### src/rtl/led_command_sequencer_if.sv
// ----------------------------------------------------------------------------
// led_command_sequencer_if
//   Bundle between the processor's memory-mapped LED command registers and the
//   per-LED timing controller.
//
//   Signals
//     led_commands   NUM_LEDS*8  command byte for LED i at [8*i+7:8*i]
//     expired_clear  NUM_LEDS    per-LED level clear of the expiry flag
//     led_pins       NUM_LEDS    registered LED drive
//     led_expired    NUM_LEDS    sticky per-LED timed-on expiry flags
//     tick           1           one-cycle pulse on each prescaler wrap
//
//   Modports
//     master  software / bus side: drives commands and clears
//     slave   the sequencer: drives pins, flags and tick
// ----------------------------------------------------------------------------
interface led_command_sequencer_if #(
    parameter int unsigned NUM_LEDS = 18
);
    logic [NUM_LEDS*8-1:0] led_commands;
    logic [NUM_LEDS-1:0]   expired_clear;
    logic [NUM_LEDS-1:0]   led_pins;
    logic [NUM_LEDS-1:0]   led_expired;
    logic                  tick;

    modport master (
        output led_commands,
        output expired_clear,
        input  led_pins,
        input  led_expired,
        input  tick
    );

    modport slave (
        input  led_commands,
        input  expired_clear,
        output led_pins,
        output led_expired,
        output tick
    );
endinterface

### src/rtl/led_command_sequencer.sv
// ----------------------------------------------------------------------------
// led_command_sequencer
//   Per-LED timing controller for the whack-a-mole board. Each LED has an
//   8-bit command byte: [7:6] mode, [5:0] period p.
//     00 OFF, 01 ON, 10 TIMED (on for p+1 ticks, then off and flag expiry),
//     11 BLINK (toggle every p+1 ticks).
//   A shared prescaler produces a one-cycle tick every TICK_DIV clocks. A byte
//   that differs from the latched copy is a load; loads win over a same-cycle
//   tick for that LED only. led_expired is the sticky "mole timed out" flag.
//
//   Parameters
//     NUM_LEDS  number of LED channels
//     TICK_DIV  clock cycles per tick (>= 1)
//
//   Ports
//     clock  system clock, all state on posedge
//     reset  synchronous, active-high
//     bus    led_command_sequencer_if.slave (commands, clears, pins, flags, tick)
//
//   Build option
//     LED_ACTIVE_LOW_EN  when defined, led_pins is driven inverted (reset value
//                        all-ones, "on" = 0). Everything else is unchanged.
// ----------------------------------------------------------------------------
module led_command_sequencer #(
    parameter int unsigned NUM_LEDS = 18,
    parameter int unsigned TICK_DIV = 50000
) (
    input  logic                   clock,
    input  logic                   reset,
    led_command_sequencer_if.slave bus
);

    localparam int unsigned      PRE_W    = $clog2(TICK_DIV) + 1;
    localparam logic [PRE_W-1:0] PRE_LAST = PRE_W'(TICK_DIV - 1);

`ifdef LED_ACTIVE_LOW_EN
    localparam logic PIN_INV = 1'b1;
`else
    localparam logic PIN_INV = 1'b0;
`endif

    // DONE is internal only: a TIMED channel that has run out holds the pin
    // off until software writes a different byte.
    typedef enum logic [2:0] {
        MODE_OFF,
        MODE_ON,
        MODE_TIMED,
        MODE_BLINK,
        MODE_DONE
    } mode_e;

    function automatic mode_e decode_mode(input logic [1:0] m);
        case (m)
            2'b00:   return MODE_OFF;
            2'b01:   return MODE_ON;
            2'b10:   return MODE_TIMED;
            default: return MODE_BLINK;
        endcase
    endfunction

    logic [PRE_W-1:0]    pre_cnt;
    logic                tick_q;
    logic [7:0]          cmd_q   [NUM_LEDS];
    logic [5:0]          cnt_q   [NUM_LEDS];
    mode_e               mode_q  [NUM_LEDS];
    // Pin register holds the physical drive level, so the output needs no
    // logic after the flop in either polarity.
    logic [NUM_LEDS-1:0] pins_q;
    logic [NUM_LEDS-1:0] expired_q;

    logic [NUM_LEDS-1:0] load;
    logic [NUM_LEDS-1:0] expire_set;

    // A load is any byte differing from the latched copy; an identical
    // rewrite is ignored. Expiry only fires on a tick that no load overrode.
    always_comb begin
        load       = '0;
        expire_set = '0;
        for (int unsigned i = 0; i < NUM_LEDS; i++) begin
            load[i]       = (bus.led_commands[8*i +: 8] != cmd_q[i]);
            expire_set[i] = tick_q && !load[i] &&
                            (mode_q[i] == MODE_TIMED) && (cnt_q[i] == 6'd0);
        end
    end

    always_ff @(posedge clock) begin
        if (reset) begin
            pre_cnt   <= '0;
            tick_q    <= 1'b0;
            pins_q    <= {NUM_LEDS{PIN_INV}};
            expired_q <= '0;
            for (int unsigned i = 0; i < NUM_LEDS; i++) begin
                cmd_q[i]  <= '0;
                cnt_q[i]  <= '0;
                mode_q[i] <= MODE_OFF;
            end
        end else begin
            // Shared prescaler: tick is high for the cycle following the
            // terminal count, so per-LED logic consumes it one edge later.
            if (pre_cnt == PRE_LAST) begin
                pre_cnt <= '0;
                tick_q  <= 1'b1;
            end else begin
                pre_cnt <= pre_cnt + PRE_W'(1);
                tick_q  <= 1'b0;
            end

            // Set wins over a same-cycle clear; loads leave the flag alone.
            expired_q <= expire_set | (expired_q & ~bus.expired_clear);

            for (int unsigned i = 0; i < NUM_LEDS; i++) begin
                if (load[i]) begin
                    cmd_q[i]  <= bus.led_commands[8*i +: 8];
                    cnt_q[i]  <= bus.led_commands[8*i +: 6];
                    mode_q[i] <= decode_mode(bus.led_commands[8*i+6 +: 2]);
                    pins_q[i] <= (bus.led_commands[8*i+6 +: 2] != 2'b00) ^ PIN_INV;
                end else if (tick_q) begin
                    case (mode_q[i])
                        MODE_TIMED: begin
                            if (cnt_q[i] == 6'd0) begin
                                pins_q[i] <= PIN_INV;
                                mode_q[i] <= MODE_DONE;
                            end else begin
                                cnt_q[i] <= cnt_q[i] - 6'd1;
                            end
                        end
                        MODE_BLINK: begin
                            if (cnt_q[i] == 6'd0) begin
                                pins_q[i] <= ~pins_q[i];
                                cnt_q[i]  <= cmd_q[i][5:0];
                            end else begin
                                cnt_q[i] <= cnt_q[i] - 6'd1;
                            end
                        end
                        default: ;
                    endcase
                end
            end
        end
    end

    assign bus.led_pins    = pins_q;
    assign bus.led_expired = expired_q;
    assign bus.tick        = tick_q;

endmodule

### src/flat_wrapper.sv
// flat-port wrapper written by rule: the top's interface ports become plain ports
module led_command_sequencer_flat 
#(
    parameter int unsigned NUM_LEDS = 18,
    parameter int unsigned TICK_DIV = 50000
)
  (clock, reset, bus_led_commands, bus_expired_clear, bus_led_pins, bus_led_expired, bus_tick);
  led_command_sequencer_if #(.NUM_LEDS(NUM_LEDS)) bus_i ();
  input  logic clock;
  input  logic reset;
  input wire logic [$bits(bus_i.led_commands)-1:0] bus_led_commands;
  input wire logic [$bits(bus_i.expired_clear)-1:0] bus_expired_clear;
  output wire logic [$bits(bus_i.led_pins)-1:0] bus_led_pins;
  output wire logic [$bits(bus_i.led_expired)-1:0] bus_led_expired;
  output wire logic [$bits(bus_i.tick)-1:0] bus_tick;
  assign bus_i.led_commands = bus_led_commands;
  assign bus_i.expired_clear = bus_expired_clear;
  assign bus_led_pins = bus_i.led_pins;
  assign bus_led_expired = bus_i.led_expired;
  assign bus_tick = bus_i.tick;
  led_command_sequencer #(.NUM_LEDS(NUM_LEDS), .TICK_DIV(TICK_DIV)) u_core (.clock(clock), .reset(reset), .bus(bus_i));
endmodule
### config.mk
export PLATFORM = sky130hd
export DESIGN_NAME = led_command_sequencer_flat
export DESIGN_NICKNAME = d
export VERILOG_FILES = /design/src/rtl/led_command_sequencer_if.sv /design/src/rtl/led_command_sequencer.sv /design/src/flat_wrapper.sv
export SDC_FILE = /design/constraint.sdc
export NUM_CORES = 1
export LEC_CHECK = 0
export BUFFER_PORTS_ARGS = -buffer_cell sky130_fd_sc_hd__buf_2
export CORE_MARGIN = 10
export CORE_UTILIZATION = 59
export DETAILED_ROUTE_END_ITERATION = 6
export PLACE_DENSITY = 0.8
export SLEW_MARGIN = 40
export SYNTH_ARGS = -nofsm -noshare
export SYNTH_HDL_FRONTEND = slang
export SYNTH_SLANG_ARGS = --single-unit
### constraint.sdc
create_clock -name clock -period 3.5 [get_ports clock]
set_input_delay 0.175 -clock clock [delete_from_list [all_inputs] [get_ports clock]]
set_output_delay 0.175 -clock clock [all_outputs]
set_load 0.03 [all_outputs]
==> results.toml <==
[sta]
finalCritPeriodShare = 0.7822
tightest_slew_ns = 0.6885
setup_tns_ns = 0
final-hold-violation-count = 0
max_freq_mhz = 365.3
maxSlewViolCount = 0
skew_ns = 0.01254
timing.slew.headroom = 0.5350
rsz0062_at_grt = "no"
final.min_clock_period_ns = 2.738
finalSetupViolations = 0

[run_status]
status = "finished, final reports clean"

[routing]
drt_iter0_drc = 1192
routedWlPerCell_um = 17.87
final_antenna_net_count = 0
dr.pass1.iters = 5
routed-via-count = 15816
totalWireLength_um = 48360
avgViaCountPerCell = 5.845
drc = 0

[cts]
numCtsBuffers = 40
cts_root_buf = "clkbuf_16"
cts.repair.resized = 0
tritoncts = "yes"
clock_sinks = 360
insertion_delay_ns = 0.52
h-tree-depth = 2
clkTransAtPathRegs_ns = 0.06
clockBufferDepth = 3

[power_and_ir_drop]
switching_share = 0.2391
switchingPower_w = 0.002491
ir_worst_vdd_mv = 0.5553
seqPwrFrac = 0.485
combPwrFrac = 0.117
p_int_w = 0.007926
clkPwrFrac = 0.399
power_density_nw_per_um2 = 437.0
power.total_w = 0.01042
p_leak_nw = 9.438

[floorplanning]
fp.dieArea_um2 = 41710
fp.dieW_um = 204.2
start_util = 0.5972
rows = 67
io_pins = 201
die_h_um = 204.2
core_area_um2 = 33530

[grt]
grt_pass1_wl_um = 78350
antenna_found_initial = 2
track_usage = 0.2250
overflow = 0
grt_pass1_vias = 15556
grt_max_degree = 51

[critical_path]
crit_top_cell = "nand2_1"
crit_chain = "xor2_1 > nor4_1 > nand2_1 > or4b_1 > or2_1 > nand2_1"
start_kind = "flip-flop"
r2r-start = "u_core.cmd_q[6][4]"
critical_path_buf_inv_count = 0
arrival_ns = 2.94
crit_family = "simple AND/OR/NAND/NOR gates"
reg2reg_slack_ns = 0.76
endpoint_kind = "flip-flop"
cpPeakStageDelay_ns = 0.71
cpMaxStageDelayCell = "or4b_1"
reg2regPathDepth = 6
crit_required_ns = 3.70
r2r_end = "u_core.cnt_q[3][2]"
crit_type = "reg -> reg"
worstPathMaxFanout = 15

[yosys]
ys_seq_area_frac = 0.5128
syn-num-nets = 2106
synth-seq-cells = 360
async_reset_ff_frac = 0
synth_top_area_cell = "edfxtp_1"
synth_edf_count = 306
netlist_instances = 1922
netlist_top_cells_area = "edfxtp_1 46%, dfxtp_1 5.4%, xnor2_1 5.3%, and2_1 4.1%, xor2_1 3.9%"
synthTopCellsByCount = "306 x edfxtp_1, 179 x nor2_1, 132 x and2_1"
ys.flop_type = "edfxtp_1"
syn_avg_cell_area_um2 = 10.42
synth_warnings = 0
synth_cell_types = 77
syn-cell-area_um2 = 20030
yosysMostFrequentCell = "edfxtp_1"
synth_top_area_frac = 0.4588

[final_layout]
finish.utilization = 0.7109
synthToLayoutAreaGrowth_pct = 19.02
final_layout_size_suffix_gt1_frac = 0.1382
final_nets = 2411

[min_path]
min_path_type = "in -> reg"
min_from = "bus_led_commands[130]"
hold_path_depth = 2
hold_end = "u_core.cmd_q[8][2]"

[job]
cap_viol_max_count = 0

[placed_design]
io_buffers = 200
dp_hpwl_um = 33940
gp_congestion = 0.8817
how the worst max path moves through the flow:
stage / slack [ns] / startpoint / cells after the start / to
after floorplan: 1.04 / u_core.cnt_q[3][6] / 8 / u_core.cnt_q[3][10]
after global placement: 0.89 / u_core.cmd_q[6][4] / 6 / u_core.cnt_q[3][2]
after detailed placement: 0.80 / u_core.cmd_q[6][4] / 6 / u_core.cnt_q[3][3]
after CTS: 0.78 / u_core.cmd_q[6][4] / 6 / u_core.cnt_q[3][2]
after global routing: 0.59 / u_core.cmd_q[6][13] / 6 / u_core.cnt_q[3][9]
final: 0.76 / u_core.cmd_q[6][4] / 6 / u_core.cnt_q[3][2]
cells by family after synthesis:
logic type / count (synthesis) / share of synthesized area
adder cells (fa/ha/maj): 20 / 0.01250
flip-flops: 360 / 0.5128
AO/OA/AOI/OAI: 327 / 0.1062
AND/OR/NAND/NOR: 804 / 0.2198
multiplexers: 55 / 0.02805
XOR/XNOR: 210 / 0.09184
buffers and inverters: 146 / 0.02880
placed cells by master (no fill, tap or decap), drive strengths merged, types with 16 or more instances in the layout:
cell and instances:
ha 20, a211oi 24, a21oi 104, and2 132, or3 22, nand3 44, edfxtp 306, xnor2 121
xor2 89, nor2 180, nor4 24, dlygate4sd3 111, o21ai 55, nand2 106, buf 212, nor3 72
or2 18, dfxtp 54, nor3b 26, nand4 36, nand2b 34, o21bai 23, clkbuf 57, inv 86
nor2b 16, and3 46, mux2i 46
through the flow:
stage	cell area [um2]	hold WS, ns	setup slack, ns	cells
floorplan	20030	0.2786	1.039	1922
global placement	21430	0.3679	0.8890	2522
detailed placement	21430	0.3703	0.7957	2522
CTS	23830	0.001264	0.7811	2705
global route	23840	0.0006115	0.5936	2706
finish	23840	0.01172	0.7623	2706
per-layer routing:
layer / track usage / up-vias / wire, um
met5: 0 / - / 13
met4: 0.05766 / 2 / 929
met3: 0.04803 / 75 / 3775
met2: 0.3757 / 610 / 23250
met1: 0.2923 / 7537 / 20390
li1: - / 7592 / -
what timing repair did:
action | CTS | global route
endpoints found under the setup margin | 0 | 0
hold endpoints to repair | 133 | 0
setup buffers | 0 | 0
hold buffers | 111 | 0
power groups by stage:
stage | Combinational (W) | Clock (W) | Sequential, W
after floorplan | 0.000740 | 0 | 0.00511
after global placement | 0.00106 | 0 | 0.00512
after detailed placement | 0.00109 | 0 | 0.00513
after CTS | 0.00120 | 0.00420 | 0.00504
after global routing | 0.00134 | 0.00439 | 0.00507
final | 0.00122 | 0.00415 | 0.00505
final cells by class:
class,instances,area [um2]
Fill cell,2368,9696
Multi-Input combinational cell,1416,9185
Clock inverter,15,153.9
Clock buffer,57,1136
Timing Repair Buffer,323,2205
Sequential cell,360,10270
Antenna cell,1,2.502
Tap cell,448,560.5
Inverter,86,322.8
registers in the layout (all words and copies together), names as in the netlist:
register                cells
u_core.bus.led_expired     18
u_core.bus.led_pins        18
u_core.bus.tick             1
u_core.cmd_q              144
u_core.cnt_q              108
u_core.mode_q              54
u_core.pre_cnt             17
Note: power is estimated with default switching activity, not from simulation.
